File: src/rtl/dcpu16_pkg.sv
// rtl/dcpu16_pkg.sv - shared widths, constants and phase encoding for the DCPU-16 control slice
package dcpu16_pkg;

    localparam int DEF_DW  = 16;
    localparam int DEF_OPW = 4;
    localparam int DEF_FW  = 6;
    localparam int DEF_RAW = 3;

    // SET A,A: harmless word used in place of a squashed instruction
    localparam logic [15:0] DEF_NOPI     = 16'h0001;
    // A-field value naming the PC as destination
    localparam logic [5:0]  DEF_BRA_CODE = 6'h10;
    // Opcodes from here up to all-ones are the IF-class conditionals
    localparam logic [3:0]  DEF_IFBASE   = 4'hC;

    typedef enum logic [1:0] {
        PH_EXA = 2'd0,
        PH_EXB = 2'd1,
        PH_FET = 2'd2,
        PH_DEC = 2'd3
    } phase_t;

    // Four-phase ring, 3 wraps back to 0
    function automatic phase_t next_phase(input phase_t p);
        return phase_t'(p + 2'd1);
    endfunction

endpackage

File: src/rtl/dcpu16_ctlx_dec.sv
// rtl/dcpu16_ctlx_dec.sv - combinational instruction field splitter
module dcpu16_ctlx_dec
    import dcpu16_pkg::*;
#(
    parameter int              OPW      = DEF_OPW,
    parameter int              FW       = DEF_FW,
    parameter int              RAW      = DEF_RAW,
    parameter logic [FW-1:0]   BRA_CODE = DEF_BRA_CODE,
    parameter logic [OPW-1:0]  IFBASE   = DEF_IFBASE
) (
    // Opcode, full A field and the register-address bits of B
    input  logic [OPW+FW+RAW-1:0] iw,
    output logic [OPW-1:0]        op,
    output logic [RAW-1:0]        a_reg,
    output logic [RAW-1:0]        b_reg,
    output logic                  is_if,
    output logic                  is_bra,
    output logic                  a_rdir
);

    logic [FW-1:0] a_fld;

    assign op     = iw[OPW-1:0];
    assign a_fld  = iw[OPW+FW-1:OPW];
    assign b_reg  = iw[OPW+FW+RAW-1:OPW+FW];
    assign a_reg  = a_fld[RAW-1:0];

    // Conditionals occupy the top of the opcode space
    assign is_if  = (op >= IFBASE);
    // Branch detection compares the whole A field, not just the register bits
    assign is_bra = (a_fld == BRA_CODE);
    // A names a register directly only when the bits above the address are clear
    assign a_rdir = (a_fld[FW-1:RAW] == '0);

endmodule

File: src/rtl/dcpu16_ctlx.sv
// rtl/dcpu16_ctlx.sv - four-phase control sequencer with fetch handshake and conditional skip
module dcpu16_ctlx
    import dcpu16_pkg::*;
#(
    parameter int              DW       = DEF_DW,
    parameter int              OPW      = DEF_OPW,
    parameter int              FW       = DEF_FW,
    parameter int              RAW      = DEF_RAW,
    parameter logic [DW-1:0]   NOPI     = DEF_NOPI,
    parameter logic [FW-1:0]   BRA_CODE = DEF_BRA_CODE,
    parameter logic [OPW-1:0]  IFBASE   = DEF_IFBASE
) (
    input  logic            clk,
    input  logic            rst,
    input  logic            ena,
    input  logic [DW-1:0]   f_dti,
    input  logic            f_ack,
    output logic            f_stb,
    input  logic            CC,
    input  logic            wpc,
    output logic [DW-1:0]   ireg,
    output logic [1:0]      pha,
    output logic [OPW-1:0]  opc,
    output logic [RAW-1:0]  rra,
    output logic [RAW-1:0]  rwa,
    output logic            rwe,
    output logic            bra,
    output logic            skp
);

    phase_t           pha_q;
    logic             adv;
    logic             opc_if;
    logic [RAW-1:0]   pnd_rwa;
    logic             pnd_rwe;

    logic [OPW-1:0]   d_op;
    logic [RAW-1:0]   d_a_reg;
    logic [RAW-1:0]   d_b_reg;
    logic             d_is_if;
    logic             d_is_bra;
    logic             d_a_rdir;

    dcpu16_ctlx_dec #(
        .OPW      (OPW),
        .FW       (FW),
        .RAW      (RAW),
        .BRA_CODE (BRA_CODE),
        .IFBASE   (IFBASE)
    ) u_dec (
        .iw     (ireg[OPW+FW+RAW-1:0]),
        .op     (d_op),
        .a_reg  (d_a_reg),
        .b_reg  (d_b_reg),
        .is_if  (d_is_if),
        .is_bra (d_is_bra),
        .a_rdir (d_a_rdir)
    );

    // Fetch phase waits for the bus; ena low freezes everything including the wait
    assign adv   = ena & ~((pha_q == PH_FET) & ~f_ack);
    assign f_stb = (pha_q == PH_FET);
    assign pha   = pha_q;

    // Phase sequencer, instruction latch, operand addressing and staged writeback
    always_ff @(posedge clk or negedge rst) begin
        if (!rst) begin
            pha_q   <= PH_EXA;
            ireg    <= '0;
            opc     <= '0;
            opc_if  <= 1'b0;
            rra     <= '0;
            rwa     <= '0;
            rwe     <= 1'b0;
            bra     <= 1'b0;
            skp     <= 1'b0;
            pnd_rwa <= '0;
            pnd_rwe <= 1'b0;
        end else if (adv) begin
            pha_q <= next_phase(pha_q);
            rwe   <= 1'b0;
            // Even phases present B to the register file, odd phases present A
            if (pha_q == PH_EXA || pha_q == PH_FET)
                rra <= d_b_reg;
            else
                rra <= d_a_reg;

            case (pha_q)
                PH_EXA: begin
                    // Retire the write staged last round, gated by the condition and a pending skip
                    rwa     <= pnd_rwa;
                    rwe     <= pnd_rwe & CC & ~skp;
                    pnd_rwa <= d_a_reg;
                    pnd_rwe <= d_a_rdir & (opc != '0) & ~opc_if;
                    // A failed conditional drops the next fetched word
                    if (opc_if && !CC)
                        skp <= 1'b1;
                end
                PH_FET: begin
                    // A taken branch or a pending skip both replace the word with a NOP;
                    // together they still cost only one word
                    ireg   <= (wpc || skp) ? NOPI : f_dti;
                    opc    <= d_op;
                    opc_if <= d_is_if;
                    bra    <= d_is_bra;
                    if (skp)
                        skp <= 1'b0;
                end
                default: begin
                end
            endcase
        end
    end

endmodule

File: config.mk
export PLATFORM = sky130hd
export DESIGN_NAME = dcpu16_ctlx
export DESIGN_NICKNAME = d
export VERILOG_FILES = /design/src/rtl/dcpu16_pkg.sv /design/src/rtl/dcpu16_ctlx_dec.sv /design/src/rtl/dcpu16_ctlx.sv
export SDC_FILE = /design/constraint.sdc
export NUM_CORES = 1
export LEC_CHECK = 0
export ABC_AREA = 1
export CORE_MARGIN = 10
export CORE_UTILIZATION = 30
export DETAILED_ROUTE_END_ITERATION = 10
export DONT_BUFFER_PORTS = 1
export MAX_ROUTING_LAYER = met4
export PLACE_DENSITY = 0.4
export SYNTH_ARGS = -nofsm -noshare
export SYNTH_HDL_FRONTEND = slang
export SYNTH_SLANG_ARGS = --single-unit
export TNS_END_PERCENT = 30
File: constraint.sdc
create_clock -name clk -period 3.85 [get_ports clk]
set_input_delay 0.385 -clock clk [delete_from_list [all_inputs] [get_ports clk]]
set_output_delay 0.385 -clock clk [all_outputs]
set_load 0.1 [all_outputs]
# After elaboration in Yosys (flattened, before gate mapping)
# Cells that the tools add are included.
# word_totals
word_cells,42
register_bits,36
input_bits,22
output_inout_bits,32
# op_classes
n_eq_ne,3
add_sub_neg,1
n_bitwise,10
order_cmp,1
mux,5
n_reduce_logical,11
# op_table
operator,n
$mux W16,1
$and A1 B1 Y1,6
$eq A6 B5 Y1 const B,1
$ge A4 B4 Y1 const B,1
$not A1 Y1,4
$reduce_and A2 Y1,2
$reduce_bool A4 Y1,1
$logic_not A3 Y1,1
$mux W3,1
$reduce_and A3 Y1,1
$add A2 B1 Y2 const B,1
$eq A2 B2 Y1 const B,1
$logic_not A2 Y1,1
$logic_or A1 B1 Y1,2
$mux W1,2
$ne A2 B1 Y1 const B,1
$pmux W1 S2,1
$reduce_bool A2 Y1,1
$logic_and A1 B1 Y1,1
$logic_not A1 Y1,1

# Longest topological paths before layout
# Gate-level depths: netlist of the first run.
# depth
ltp_word,5
depth_mapped,7
mapped_depth_nobuf,7

# Hierarchy
# A second synthesis of the first run with hierarchy kept.
# unflattened
cells_unflattened,196
hier_area_um2,1662.8
# by_module_without_submodules
module,area_per_inst_um2,n_inst,seq_area_each_um2,cells_each
dcpu16_ctlx,1547.7,1,900.9,177
dcpu16_ctlx_dec,115.1,1,0.0,19

# Worst setup path after synthesis of the first run
# Ideal clock, no wire load.
# synth_path
path_kind,register to register
startpoint,"reg pha_q[1], in the netlist pha[1]"
endpoint,reg ireg[11]
t_required_ns,3.720
synth_period_minus_slack_ns,2.761
path_stages_with_launch,6
path_buffers,1
path_slack_ns,1.089
setup_time_ns,0.130
arrival_time_ns,2.630
cell_sequence,dfrtp_1 > ha_1 > nand3_2 > buf_2 > nand2_1 > o21ai_0
# synth_via
elab_chain_cells,5
# synth_lines
element,line,text
"start, declared",dcpu16_ctlx.sv:31,phase_t pha_q;
"start signal, assigned",dcpu16_ctlx.sv:80,pha_q <= next_phase(pha_q);
$eq A2 B2 Y1 *,n/a,
net f_stb,dcpu16_ctlx.sv:18,"output logic f_stb,"
$and A1 B1 Y1,dcpu16_ctlx.sv:61,assign adv = ena & ~((pha_q == PH_FET) & ~f_ack);
$not A1 Y1,dcpu16_ctlx.sv:61,
$and A1 B1 Y1,dcpu16_ctlx.sv:61,
$reduce_and A2 Y1 (no source line) *,n/a,
"end signal, assigned",dcpu16_ctlx.sv:102,ireg <= (wpc || skp) ? NOPI : f_dti;
"end, declared",dcpu16_ctlx.sv:21,"output logic [DW-1:0] ireg,"
# The timed path passes the listed nets; every way through them passes the cells marked *.
# A chain may end at the register's enable or synchronous reset.

# Worst setup path after layout of the first run
# layout_path
startpoint,"reg pha_q[0], in the netlist pha[0]"
endpoint,reg opc_if
# layout_via
elab_chain_cells,5
# layout_lines
element,line,text
$eq A2 B2 Y1 *,"dcpu16_ctlx.sv:61, dcpu16_ctlx.sv:88",
$and A1 B1 Y1,dcpu16_ctlx.sv:61,
$not A1 Y1,dcpu16_ctlx.sv:61,
$and A1 B1 Y1,dcpu16_ctlx.sv:61,
$reduce_and A2 Y1 (no source line) *,n/a,
"end signal, assigned",dcpu16_ctlx.sv:104,opc_if <= d_is_if;
"end, declared",dcpu16_ctlx.sv:33,logic opc_if;
# Mark *: on every way between the ends. The rest lies on a longest branch, timed or not.

==> qor.csv, run 1 <==
metric;value;unit
status;finished, final reports clean;
gp_congestion;0.8140;
wl_per_cell;16.84;microns
post_cts_buffers;0;
area_growth;11.68;%
multi_input_comb_area;558.0;sq um
drive_gt1_frac;0.1000;
core;0.005107;sq mm
remaining_drc_errors;0;
post-dp-hpwl;3.156;mm
wl;4.210;mm
htree_levels;2;
critPathKind;flop to flop;
start_util;0.3084;
ios;54;
antenna_found_initial;0;
cts_tree;done;
path_clk_slew;70;ps
dieArea;0.008549;sq mm
startpoint_type;flop;
synth-seq-cells;36;
post-route-period-util;0.6915;
fin_skew;6.755;ps
holdBufCountCts;2;
portBuffers;0;
synth_fp_nets;200;
ys_seq_area_frac;0.5719;
grt_setup_unrepaired;no;
fill_cells;543;
cap_violations;0;
ant_nets;0;
cp.arrival;2880;ps
synth_cell_types;23;
drt_pre_antenna_iters;6;
syn_inst;175;
cts_buffers;5;
syn_area;0.001575;sq mm
rows;26;
endpoint_kind;flop;
clockBufferDepth;2;
clkLatencyLatePin;290;ps
setup_violations;0;
clock_sinks;36;
cts.repair.resized;0;
fp.dieW;92.46;microns
min_path_type;input port to flop;
synth_area_per_cell;9.001;sq um
fin_nets;205;
grt_max_degree;37;
grt_pass1_wl;6.762;mm
setup_tns;0;ps
clock.fmax;375.6;MHz
vias_per_cell;4.620;
grt_pass1_vias;1151;
max_slew.worst_pin.slew;1032;ps
yosys_warnings;0;
finalCriticalPeriod;2662;ps
grt_overflow_total;0;
clockRootBuffer;clkbuf_8;
slew_violations;0;
critPathRequiredTime;4060;ps
worstPathMaxFanout;24;
grtUsageTotal;0.1075;
dieHeight;92.46;microns
maxSlewHeadroom;0.3118;
vias;1155;
drtIter0Drc;52;
antenna_cells;0;
hold_viol_final;0;
sequential_cell_area;900.9;sq um
-- per-stage QoR --
| step | hold slack (ps) | std cells | setup slack (ps) | cell area (sq um) | util |
|---|---|---|---|---|---|
| 6_report | 226.5 | 250 | 1188 | 1759 | 0.3444 |
| 5_1_grt | 232.0 | 250 | 982.2 | 1759 | 0.3444 |
| 4_1_cts | 220.7 | 250 | 1172 | 1759 | 0.3444 |
| 3_5_place_dp | 90.98 | 241 | 1189 | 1633 | 0.3197 |
| 3_3_place_gp | 90.76 | 241 | 1280 | 1633 | 0.3197 |
| 2_1_floorplan | 89.41 | 175 | 1089 | 1575 | - |
-- routing by layer --
metal	global-route usage	wire length, microns	share of wire	vias to the layer above
li1	-	-	-	569
met1	0.1304	1905	0.45	538
met2	0.1441	1802	0.43	40
met3	0.05730	427	0.10	8
met4	0.04627	74	0.018	0
met5	-	0	0	-
-- flip-flops by register name, summed over array words and instances (netlist names) --
name,flops
rwe,1
pnd_rwe,1
opc_if,1
rra,3
ireg,16
rwa,3
pnd_rwa,3
pha,2
skp,1
bra,1
opc,4
-- cell type report --
class,instances,area share
clock buffer,7,0.05477
inverter,19,0.04054
multi-input combinational,114,0.3172
sequential,36,0.5121
tap,70,0.04979
timing repair buffer,4,0.02560
-- layout by cell type, fill, tap and decap left out --
master,netlist,final
a21oi_4,1,1
and2_0,1,1
buf_12,0,1
buf_4,1,2
clkbuf_8,0,7
dfrtp_1,36,36
dlygate4sd3_1,0,1
ha_1,3,3
inv_1,16,16
inv_2,3,3
nand2_1,53,53
nand2_2,1,1
nand3_1,11,11
nand3_2,1,1
nand3b_1,1,1
nand4_1,1,1
nor2_1,7,7
nor2_2,1,1
nor3_1,1,1
o211ai_1,2,2
o21ai_0,6,6
o21ai_1,22,22
o22ai_2,1,1
xor2_1,1,1
-- Yosys cell counts --
cell / number / area share
a21oi_4: 1 / 0.010
o22ai_2: 1 / 0.0079
xor2_1: 1 / 0.0056
o21ai_0: 6 / 0.019
nand2_1: 53 / 0.13
and2_0: 1 / 0.0040
nor2_2: 1 / 0.0040
nand4_1: 1 / 0.0040
buf_6: 2 / 0.014
nand3_1: 11 / 0.035
inv_2: 3 / 0.0071
buf_2: 3 / 0.0095
o211ai_1: 2 / 0.0095
nor3_1: 1 / 0.0032
buf_4: 1 / 0.0048
nor2_1: 7 / 0.017
o21ai_1: 22 / 0.070
nand2_2: 1 / 0.0040
nand3b_1: 1 / 0.0048
inv_1: 16 / 0.038
dfrtp_1: 36 / 0.57
ha_1: 3 / 0.024
nand3_2: 1 / 0.0064
-- cells by family (layout without fill, tap and decap cells) --
kind of cell	Yosys count	count (layout)	share of synthesized area
and+or+nand+nor	78	78	0.2081
xor gates and xnor gates	1	1	0.005561
DFF	36	36	0.5719
adders and majority gates	3	3	0.02383
buffers and inverters	25	30	0.07387
AOI/OAI and AO/OA	32	32	0.1168
-- path summary, 6_finish.rpt --
check,from,to,slack (ps),cells past startpoint
min reg2reg,pnd_rwa[1]$_DFFE_PN0P_,rwa[1]$_DFFE_PN0P_,480,2
min in group asynchronous,rst,rwe$_DFFE_PN0P_,550,2
max in group asynchronous,rst,pha[0]$_DFFE_PN0P_,3100,2
min,f_dti[7],ireg[7]$_DFFE_PN0P_,230,2
max reg2reg,pha[0]$_DFFE_PN0P_,opc_if$_DFFE_PN0P_,1190,6
max,pha[0]$_DFFE_PN0P_,opc_if$_DFFE_PN0P_,1190,6
-- worst max-delay path: stages (launching register included) --
cell and delay [ps]:
dfrtp_1 770, inv_1 320, ha_1 370, nand3_2 420, inv_2 430, nand2_1 140
o22ai_2 120
Power of run 1 is left out: the tool's default activity adds up to more than one toggle a clock period on the data nets, which glitch-free logic cannot reach.
==> run 2, diff against run 1 <==
==> constraint.sdc (replaced) <==
create_clock -name clk -period 2.6 [get_ports clk]
set_input_delay 0.26 -clock clk [delete_from_list [all_inputs] [get_ports clk]]
set_output_delay 0.26 -clock clk [all_outputs]
set_load 0.1 [all_outputs]
==> qor.csv, run 2 (synthesized netlist as in run 1, its figures left out) <==
metric;value;unit;change
status;finished, final reports clean;;unchanged
vias;1187;;was 1155
setup_tns;0;ps;unchanged
clock.fmax;505.5;MHz;was 375.6 MHz
grt_overflow_total;0;;unchanged
grt_pass1_wl;6.920;mm;was 6.762 mm
sequential_cell_area;900.9;sq um;unchanged
hold_viol_final;0;;unchanged
endpoint_kind;flop;;unchanged
dp_cells;256;;was 241
path_buf_inv;2;;unchanged
post-dp-hpwl;3.269;mm;was 3.156 mm
vias_per_cell;4.462;;was 4.620
finalCriticalPeriod;1978;ps;was 2662 ps
dieHeight;92.46;microns;unchanged
crit_chain;inv_1 > ha_2 > nand3_2 > inv_2 > nand2_1 > o22ai_2;;was inv_1 > ha_1 > nand3_2 > inv_2 > nand2_1 > o22ai_2
hp-start;f_dti[15];;was f_dti[7]
critPathRequiredTime;2810;ps;was 4060 ps
clkLatencyLatePin;290;ps;about the same
largest_register_ffs;16;;unchanged
fill_cells;550;;was 543
clockBufferDepth;2;;unchanged
area_growth;18.59;%;was 11.68%
reg2reg_slack;620;ps;was 1190 ps
max_slew.worst_pin.slew;947.9;ps;was 1032 ps
gp_congestion;0.7976;;was 0.8140
post-route-period-util;0.7608;;was 0.6915
min_path_type;input port to flop;;unchanged
startpoint_type;flop;;unchanged
path_delay_family;buffers and inverters;;was flip-flops
grt_setup_unrepaired;no;;unchanged
remaining_drc_errors;0;;unchanged
clockRootBuffer;clkbuf_8;;unchanged
grt_max_degree;37;;unchanged
antenna_cells;0;;unchanged
fin_nets;220;;was 205
htree_levels;2;;unchanged
start_util;0.3084;;unchanged
maxSlewHeadroom;0.3681;;was 0.3118
cts_buffers;5;;unchanged
wl;4.301;mm;was 4.210 mm
ant_nets;0;;unchanged
antenna_found_initial;0;;unchanged
dieArea;0.008549;sq mm;unchanged
wl_per_cell;16.17;microns;was 16.84 microns
top_regs;ireg x16, opc x4;;unchanged
drtIter0Drc;51;;was 52
path_clk_slew;70;ps;about the same
final_area;0.001868;sq mm;was 0.001759 sq mm
slew_violations;0;;unchanged
setup_violations;0;;unchanged
cp.arrival;2190;ps;was 2880 ps
multi_input_comb_area;560.5;sq um;was 558.0 sq um
portBuffers;0;;unchanged
rows;26;;unchanged
drt_pre_antenna_iters;4;;was 6
grt_pass1_vias;1255;;was 1151
r2r-start;pha[0]$_DFFE_PN0P_;;unchanged
hold_path_depth;2;;unchanged
r2r_cells;6;;unchanged
clock_sinks;36;;unchanged
fin_skew;2.647;ps;was 6.755 ps
fp.dieW;92.46;microns;unchanged
core;0.005107;sq mm;unchanged
largest-register;ireg;;unchanged
drive_gt1_frac;0.1684;;was 0.1000
slowest_delay;420;ps;was 770 ps
dpl_cell_area;0.001748;sq mm;was 0.001633 sq mm
hold_end;ireg[15]$_DFFE_PN0P_;;was ireg[7]$_DFFE_PN0P_
final_common_cell;nand2_1;;unchanged
instances_no_fill;266;;was 250
ios;54;;unchanged
final_cell_mix;nand2_1 (53), dfrtp_1 (36), o21ai_1 (22);;unchanged
reg2reg_to;opc_if$_DFFE_PN0P_;;unchanged
cts_tree;done;;unchanged
grtUsageTotal;0.1082;;was 0.1075
worstPathMaxFanout;24;;unchanged
cap_violations;0;;unchanged
cp_slowest_cell;inv_2;;was dfrtp_1
critPathKind;flop to flop;;unchanged
## run 2: cell count changes in the layout (fill, tap and decap cells not counted), sizes merged
cell    change
clkbuf      +1
buf        +15
## run 2: area by class of cell
type / instances / area share
timing repair buffer: 19 / 0.08439
multi-input combinational: 114 / 0.3001
inverter: 19 / 0.03818
tap: 70 / 0.04689
sequential: 36 / 0.4823
clock buffer: 8 / 0.04823
## run 2: layer usage
metal  GRT usage  part of all wire
met3     0.04358             0.074
met2      0.1629              0.46
met4     0.03856             0.015
met5           -                 0
met1      0.1278              0.45
## run 2: worst reg2reg max path, delay by kind of cell (launching register included)
| family | cells | cell delay (ps) |
|---|---|---|
| adder cells (fa/ha/maj) | 1 | 290 |
| buffers and inverters | 2 | 570 |
| flip-flops | 1 | 380 |
| AO/OA/AOI/OAI | 1 | 130 |
| AND/OR/NAND/NOR | 2 | 530 |
## run 2: timing repair
item / 4_1_cts / 5_1_grt
endpoints found under the setup margin: 0 / 0
gates resized for setup: 0 / 0
endpoints found under the hold margin: 36 / 0
setup buffers: 0 / 0
hold buffers: 2 / 0
## run 2: per-stage QoR
stage               setup slack (ps)  hold WS, ps  utilization
finish                         621.9        103.3       0.3658
global route                   369.8        99.72       0.3658
CTS                            557.5        89.81       0.3658
detailed placement             593.8       -34.27       0.3422
global placement               702.7       -34.23       0.3422
floorplan                      195.1       -35.59            -
## run 2: worst max path at each step
stage,startpoint,to,slack [ps],cells after the start
2_1_floorplan,pha[1]$_DFFE_PN0P_,ireg[11]$_DFFE_PN0P_,200,5
3_3_place_gp,pha[0]$_DFFE_PN0P_,opc_if$_DFFE_PN0P_,700,6
3_5_place_dp,pha[0]$_DFFE_PN0P_,opc_if$_DFFE_PN0P_,590,6
4_1_cts,pha[0]$_DFFE_PN0P_,opc_if$_DFFE_PN0P_,560,6
5_1_grt,pha[0]$_DFFE_PN0P_,opc_if$_DFFE_PN0P_,370,6
6_report,pha[0]$_DFFE_PN0P_,opc_if$_DFFE_PN0P_,620,6
Power of run 2 is left out for the same reason.
